File: src/rtl/audio_channel_sequencer.sv
// Eight-voice sample sequencer sharing one single-port ROM.
// Fetches one sample per slot per tick and commits a full 8-lane frame.
module audio_channel_sequencer #(
  parameter int WIDTH = 8,
  parameter int ADDR_W = 14,
  parameter int LEN_W = 12,
  parameter logic [WIDTH-1:0] SILENCE = '0
) (
  input  logic                clk,
  input  logic                rst,
  input  logic                sample_tick,
  input  logic [7:0]          trig,
  input  logic [7:0]          loop,
  input  logic [8*ADDR_W-1:0] chan_base,
  input  logic [8*LEN_W-1:0]  chan_len,
  output logic                rom_rd,
  output logic [ADDR_W-1:0]   rom_addr,
  input  logic [WIDTH-1:0]    rom_data,
  output logic [8*WIDTH-1:0]  channel_out,
  output logic                frame_done,
  output logic [7:0]          active,
  output logic                busy,
  output logic                overrun
);

  typedef enum logic [1:0] {IDLE, FETCH, DRAIN} state_t;

  state_t             state;
  logic [2:0]         slot;
  logic [7:0]         pending;
  logic [LEN_W-1:0]   pos [8];
  logic [8*WIDTH-1:0] shadow;
  logic [8*WIDTH-1:0] shadow_n;

  logic               start;
  logic               res_en;
  logic               cap_en;
  logic               cap_last;
  logic [2:0]         res_slot;
  logic [2:0]         cap_slot;
  logic [ADDR_W-1:0]  res_base;
  logic [LEN_W-1:0]   res_len;
  logic [LEN_W-1:0]   cap_len;
  logic [WIDTH-1:0]   cap_val;

  // Slot k resolves at the edge entering FETCH k; its data lands two edges later.
  always_comb begin
    start    = (state == IDLE) && sample_tick && !frame_done;
    res_slot = (state == IDLE) ? 3'd0 : slot + 3'd1;
    res_en   = start || ((state == FETCH) && (slot != 3'd7));
    cap_slot = (state == DRAIN) ? 3'd7 : slot - 3'd1;
    cap_en   = ((state == FETCH) && (slot != 3'd0)) || (state == DRAIN);
    res_base = chan_base[int'(res_slot)*ADDR_W +: ADDR_W];
    res_len  = chan_len[int'(res_slot)*LEN_W +: LEN_W];
    cap_len  = chan_len[int'(cap_slot)*LEN_W +: LEN_W];
    cap_last = (pos[cap_slot] == cap_len - LEN_W'(1));
    cap_val  = active[cap_slot] ? rom_data : SILENCE;
    shadow_n = shadow;
    if (cap_en)
      shadow_n[int'(cap_slot)*WIDTH +: WIDTH] = cap_val;
  end

  always_ff @(posedge clk) begin
    if (rst) begin
      state       <= IDLE;
      slot        <= 3'd0;
      pending     <= 8'd0;
      active      <= 8'd0;
      for (int i = 0; i < 8; i++)
        pos[i] <= '0;
      shadow      <= {8{SILENCE}};
      channel_out <= {8{SILENCE}};
      rom_rd      <= 1'b0;
      rom_addr    <= '0;
      frame_done  <= 1'b0;
      busy        <= 1'b0;
      overrun     <= 1'b0;
    end else begin
      rom_rd     <= 1'b0;
      frame_done <= 1'b0;
      overrun    <= sample_tick && (busy || frame_done);
      pending    <= pending | trig;
      shadow     <= shadow_n;

      if (cap_en && active[cap_slot]) begin
        if (cap_last) begin
          pos[cap_slot] <= '0;
          if (!loop[cap_slot])
            active[cap_slot] <= 1'b0;
        end else begin
          pos[cap_slot] <= pos[cap_slot] + LEN_W'(1);
        end
      end

      if (res_en) begin
        state    <= FETCH;
        slot     <= res_slot;
        rom_rd   <= 1'b1;
        busy     <= 1'b1;
        rom_addr <= res_base + ADDR_W'(pos[res_slot]);
        if (pending[res_slot]) begin
          // A trigger landing on the consuming edge stays armed.
          pending[res_slot] <= trig[res_slot];
          pos[res_slot]     <= '0;
          active[res_slot]  <= (res_len != '0);
          rom_addr          <= res_base;
        end
      end else if (state == FETCH) begin
        state <= DRAIN;
      end else if (state == DRAIN) begin
        state       <= IDLE;
        busy        <= 1'b0;
        frame_done  <= 1'b1;
        channel_out <= shadow_n;
      end
    end
  end

endmodule

File: config.mk
export PLATFORM = sky130hd
export DESIGN_NAME = audio_channel_sequencer
export DESIGN_NICKNAME = d
export VERILOG_FILES = /design/src/rtl/audio_channel_sequencer.sv
export SDC_FILE = /design/constraint.sdc
export NUM_CORES = 1
export LEC_CHECK = 0
export ABC_AREA = 0
export ABC_CLOCK_PERIOD_IN_PS = 13900
export CAP_MARGIN = 25
export CELL_PAD_IN_SITES_DETAIL_PLACEMENT = 0
export CELL_PAD_IN_SITES_GLOBAL_PLACEMENT = 2
export CORE_ASPECT_RATIO = 1.4
export CORE_UTILIZATION = 33
export CTS_BUF_LIST = sky130_fd_sc_hd__clkbuf_8
export DETAILED_ROUTE_END_ITERATION = 10
export PLACE_DENSITY = 0.88
export SYNTH_ARGS = -nofsm -noshare
export SYNTH_HDL_FRONTEND = slang
export SYNTH_SLANG_ARGS = --single-unit
File: constraint.sdc
create_clock -name clk -period 13.9 [get_ports clk]
set_clock_uncertainty 0.1 [all_clocks]
set_input_delay 2.085 -clock clk [delete_from_list [all_inputs] [get_ports clk]]
set_output_delay 2.085 -clock clk [all_outputs]
set_load 0.02 [all_outputs]
### Word level (Yosys, flattened, before mapping)

Memories as Yosys holds them, arrays and structs flattened.
Cells that the tools add are included.
W data, S select, Z words.

| word-level totals | value |
|---|---|
| bits of input ports | 235 |
| memories kept | 1 |
| bits in writable memories | 96 |
| bits in latches | 0 |
| bits in registers | 167 |
| ROM bits | 0 |
| word-level logic and storage cells | 123 |
| output and inout port bits | 90 |

| operators by class | value |
|---|---|
| add/subtract/negate cells | 6 |
| $lt $le $gt $ge | 4 |
| shift-type cells | 5 |
| reductions and logical operators | 24 |
| multiply operators | 3 |
| multiplexer cells | 57 |
| bitwise operators | 6 |
| equal/unequal tests | 5 |
| divide/modulo/power cells | 0 |

Memory list:

| memory | depth | bits a word | read ports | clocked after memory_dff | write ports | line | source |
|---|---|---|---|---|---|---|---|
| pos | 8 | 12 | 2 | 0 | 8 | 31 | `logic [LEN_W-1:0] pos [8];` |

Operators by type and width:

| kind | count |
|---|---|
| $shiftx A96 B8 Y12 | 2 |
| $shiftx A112 B8 Y14 | 1 |
| $mux W8 | 9 |
| $bwmux W64 | 1 |
| $mux W64 | 1 |
| $shift A8 B33 Y64 const A | 1 |
| $shiftx A8 B33 Y64 | 1 |
| $mux W12 | 3 |
| $neg A6 Y33 | 1 |
| $mux W1 | 28 |
| $reduce_or A12 Y1 | 2 |
| $bwmux W8 | 2 |
| $add A14 B12 Y14 | 1 |
| $mux W14 | 1 |
| $add A12 B1 Y12 const B | 1 |
| $bmux W1 S3 | 4 |
| $eq A12 B12 Y1 | 1 |
| $mux W3 | 4 |
| $reduce_bool A12 Y1 | 1 |
| $sub A12 B1 Y12 const B | 1 |
| $mul A3 B2 Y5 const B | 2 |
| $and A8 B8 Y8 | 1 |
| $logic_and A1 B1 Y1 | 8 |
| $lt A3 B4 Y1 const B | 2 |
| 23 further kinds | 31 |

### Depth between registers and ports, before layout

| logic depth | value |
|---|---|
| depth in word-level cells | 15 |
| depth in mapped cells | 25 |

### Worst setup path after synthesis

Ideal clock, no wire load.

| path | value |
|---|---|
| kind | register to register |
| from | reg slot[0] |
| to | reg rom_addr[13] |
| data required time | 13.714 ns |
| setup time | 0.086 ns |
| data arrival time | 4.886 ns |
| slack | 8.829 ns |
| cell stages (with the launch flop) | 25 |
| path through | dfxtp_1 -> clkinv_1 -> clkbuf_1 -> ha_1 -> buf_2 -> buf_4 -> buf_4 -> buf_2 -> buf_1 -> nand3_1 -> nor2_1 -> a31oi_1 -> o221ai_1 -> a21oi_1 -> ha_1 -> a21o_1 -> a21oi_1 -> o21bai_1 -> a21oi_1 -> o21ai_0 -> a41oi_1 -> a211oi_1 -> o21ai_0 -> xor2_1 -> a211oi_1 |

| on the way | value |
|---|---|
| cells in the longest elaborated chain, start to end | 6 |
| elaborated cells on any way between the ends | 12 |
| classes of those cells | add/sub: 2; mul: 1; eq/ne: 1; shift: 1; mux: 4; reduce/logical: 2; memory: 1 |

Ends and longest elaborated chain:

| item | line | source |
|---|---|---|
| from (decl) | 29 | `logic [2:0] slot;` |
| from (signal assigned) | 97 | `slot <= res_slot;` |
| $add A3 B1 Y3 | 49 | `res_slot = (state == IDLE) ? 3'd0 : slot + 3'd1;` |
| $mux W3 | 49 |  |
| $mul A3 B3 Y6 | 53 | `res_base = chan_base[int'(res_slot)*ADDR_W +: ADDR_W];` |
| $shiftx A112 B8 Y14 | 53 |  |
| $add A14 B12 Y14 | 100 | `rom_addr <= res_base + ADDR_W'(pos[res_slot]);` |
| $mux W14 | 101 | `if (pending[res_slot]) begin` |
| to (signal assigned) | 100 |  |
| to (signal assigned) | 106 | `rom_addr <= res_base;` |
| to (decl) | 17 | `output logic [ADDR_W-1:0] rom_addr,` |

Parallel ways exist; a longest one is shown, timed or not. The select of a mux whose other input is x is not followed.
A chain may end at the register's enable or synchronous reset.

==> metrics.csv <==
metric,value,unit
status,"finished, violations left",
violations,design-rule violations,
numCtsBuffers,42,
min_from,pos[7][10]$_SDFFE_PP0P_,
routabilityCongestion,0.942,
n_antenna_cell,0,
pwr-share-seq,0.355,
critPathMaxFanout,46,
startpoint_type,flip-flop,
hold_ws,0.380,ns
syn_nets,1996,
num_rows,90,
fillers,4287,
cts_setup_buffers,0,
fin_cells,2591,
power.density,116,nW/um2
p_int,1.40,mW
grt_max_degree,99,
p_switching,0.817,mW
cts_hold_buf,0,
end_kind,flip-flop,
synth.distinct_cells,86,
slew_violations,0,
cts_root_buf,clkbuf_8,
area_delta_synth_final,31.2,%
synth.avg_cell_area,8.43,um2
hp-class,reg2reg,
clock_sinks,263,
clk_pin_slew,0.07,ns
fp.coreArea,43400,um2
ys_ff_latch,263,
place_inst,2513,
routed_via_density,5.99,
finalCriticalPeriod,6.67,ns
fin_crit_sh,0.480,
final_hold_viol_count,0,
path_class,reg2reg,
synth_ff_type,dfxtp_1,
clk_latency,0.60,ns
maxCapViolCount,0,
dieHeight,251,um
first_pass_iters,11,
clockPowerShare,0.306,
ant_nets,0,
drive_gt1_frac,0.0809,
yosys_warnings,0,
reg2reg_from,slot[0]$_SDFFE_PP0N_,
grt_pass1_vias,15123,
grt_use_total,0.293,
wl_per_cell,26.2,um
htreeDepth,2,
cts_tree,done,
crit_required,14.29,ns
relSlewSlack,0.230,
synth_edf_count,0,
rsz0062_at_grt,false,
max_freq,0.150,GHz
nets,2270,
start_util,0.337,
io_buffer_count,324,
pwr-share-comb,0.338,
synthArstFlopShare,0,
leakagePower,6.55,nW
multi_input_area,8740,um2
die-width,180,um
hpwlAfterDp,51100,um
setup_viol,0,
finalWirelength,67800,um
vias,15511,
cp.arrival,7.06,ns
syn_inst,1734,
clk_path_buf_depth,3,
syn_area,14600,um2
antenna_found_initial,0,
ctsResizeCount,0,
drt_iter0_drc,1538,
pin_count,325,
post-route-drc-count,17,
yosysSeqAreaShare,0.360,
utilization,0.442,
grt_pass1_wl,99300,um
peakVddDrop,0.0000536,V
overflow,0,
cp-startpoint,slot[0]$_SDFFE_PP0N_,
worst_slew_pin_slew,1.15,ns
setup_tns,0,ns
seqCellArea,5270,um2
switching_share,0.368,
die_area,45200,um2
placed cells by master, fill, tap and decap left out, drive strengths merged, types with 39 or more instances in the layout:
cell type / instances
a211oi: 92
a21oi: 97
a32o: 73
clkbuf: 52
clkdlybuf4s50: 323
dfxtp: 263
inv: 39
mux2i: 97
nand2: 140
nand3: 43
nor2: 290
nor3: 90
power groups by stage:
stage                     clock, mW  sequential, mW  combinational [mW]
after CTS                     0.698           0.790               0.740
after floorplan                   0           0.824               0.411
after global routing          0.728           0.792               0.794
after global placement            0           0.805               0.734
after detailed placement          0           0.806               0.737
final                         0.680           0.790               0.752
registers in the layout, summed over array words and instances (netlist names):
name	count
busy	1
shadow	64
channel_out	64
rom_rd	1
overrun	1
pos	96
pending	8
state	2
slot	3
active	8
frame_done	1
rom_addr	14
final cells by class:
cell class / count / share of cell area
inverters: 23 / 0.00450
well taps: 552 / 0.0360
clock inverters: 24 / 0.00737
repair buffers: 361 / 0.185
clock buffers: 51 / 0.0366
flip-flops and latches: 263 / 0.275
multi-input cells: 1317 / 0.456
final timing paths:
kind | end | slack, ns | cells past startpoint
hold / removal | pos[7][10]$_SDFFE_PP0P_ | 0.38 | 1
hold reg to reg | pos[7][10]$_SDFFE_PP0P_ | 0.38 | 1
setup / recovery | pos[0][10]$_SDFFE_PP0P_ | 7.23 | 14
setup reg to reg | pos[0][10]$_SDFFE_PP0P_ | 7.23 | 14
cell families after synthesis:
logic type | Yosys count | share of synthesized area
AND/OR/NAND/NOR | 677 | 0.213
AO/OA/AOI/OAI | 454 | 0.232
flip-flops | 263 | 0.360
buffers and inverters | 154 | 0.0475
multiplexers | 124 | 0.101
XOR/XNOR | 35 | 0.0225
adder cells (fa/ha/maj) | 27 | 0.0236
cells in the mapped netlist (4+ instances only):
library cell / instances / area share
a21oi_1: 97 / 0.033
nand4_1: 14 / 0.0060
nor4_1: 22 / 0.0094
and3_1: 11 / 0.0047
or4_1: 4 / 0.0021
o21ai_0: 29 / 0.0099
a221oi_1: 10 / 0.0060
inv_1: 18 / 0.0046
a32o_1: 73 / 0.050
a222oi_1: 5 / 0.0034
mux2i_1: 97 / 0.066
nand3_1: 42 / 0.014
clkbuf_1: 88 / 0.023
a211oi_1: 92 / 0.047
nor3_1: 87 / 0.030
buf_4: 7 / 0.0036
xor2_1: 16 / 0.0096
o32ai_1: 4 / 0.0024
o211ai_1: 10 / 0.0051
a21o_1: 6 / 0.0031
nor2b_1: 9 / 0.0039
o31ai_1: 5 / 0.0026
nand2b_1: 6 / 0.0026
and2_1: 15 / 0.0064
a22oi_1: 19 / 0.0098
buf_1: 9 / 0.0023
ha_1: 26 / 0.022
mux2_2: 9 / 0.0069
o22ai_1: 25 / 0.011
a32oi_1: 4 / 0.0024
a31oi_1: 7 / 0.0030
xnor2_1: 16 / 0.0096
buf_2: 18 / 0.0062
nor3b_1: 8 / 0.0041
nand2_1: 139 / 0.036
nor2_1: 282 / 0.072
or3_1: 10 / 0.0043
buf_6: 9 / 0.0069
nor2_4: 5 / 0.0039
mux4_2: 18 / 0.028
dfxtp_1: 263 / 0.36
o221ai_1: 12 / 0.0072
a22o_1: 25 / 0.015
metal layers:
layer  part of all wire  track usage  vias to the layer above  routed length (um)
met2               0.48        0.501                      779               32400
met1               0.39        0.348                     7471               26300
met3              0.068       0.0404                      221                4610
li1                   -            -                     7040                   -
met4              0.066        0.178                        0                4490
met5                  0            0                        -                   0
worst max-delay path, cell delays in order (launching register included):
cell      delay, ns
dfxtp_2        0.43
clkinv_1       0.60
ha_2           0.61
buf_4          0.59
nand2_1        0.58
nor3_1         0.57
buf_4          0.26
a22oi_1        0.07
nand4_1        0.10
buf_4          0.29
and2_1         0.68
nand2_1        0.26
o21ai_0        0.68
nor2_1         0.34
a32o_1         0.34
metrics by stage:
stage / instance area, um2 / total power [mW] / setup WS [ns]
2_1_floorplan: 14600 / 1.24 / 8.83
3_3_place_gp: 18300 / 1.54 / 7.01
3_5_place_dp: 18300 / 1.54 / 7.41
4_1_cts: 19100 / 2.23 / 7.35
5_1_grt: 19200 / 2.31 / 6.93
6_report: 19200 / 2.22 / 7.23
Note: power is estimated with default switching activity, not from simulation.
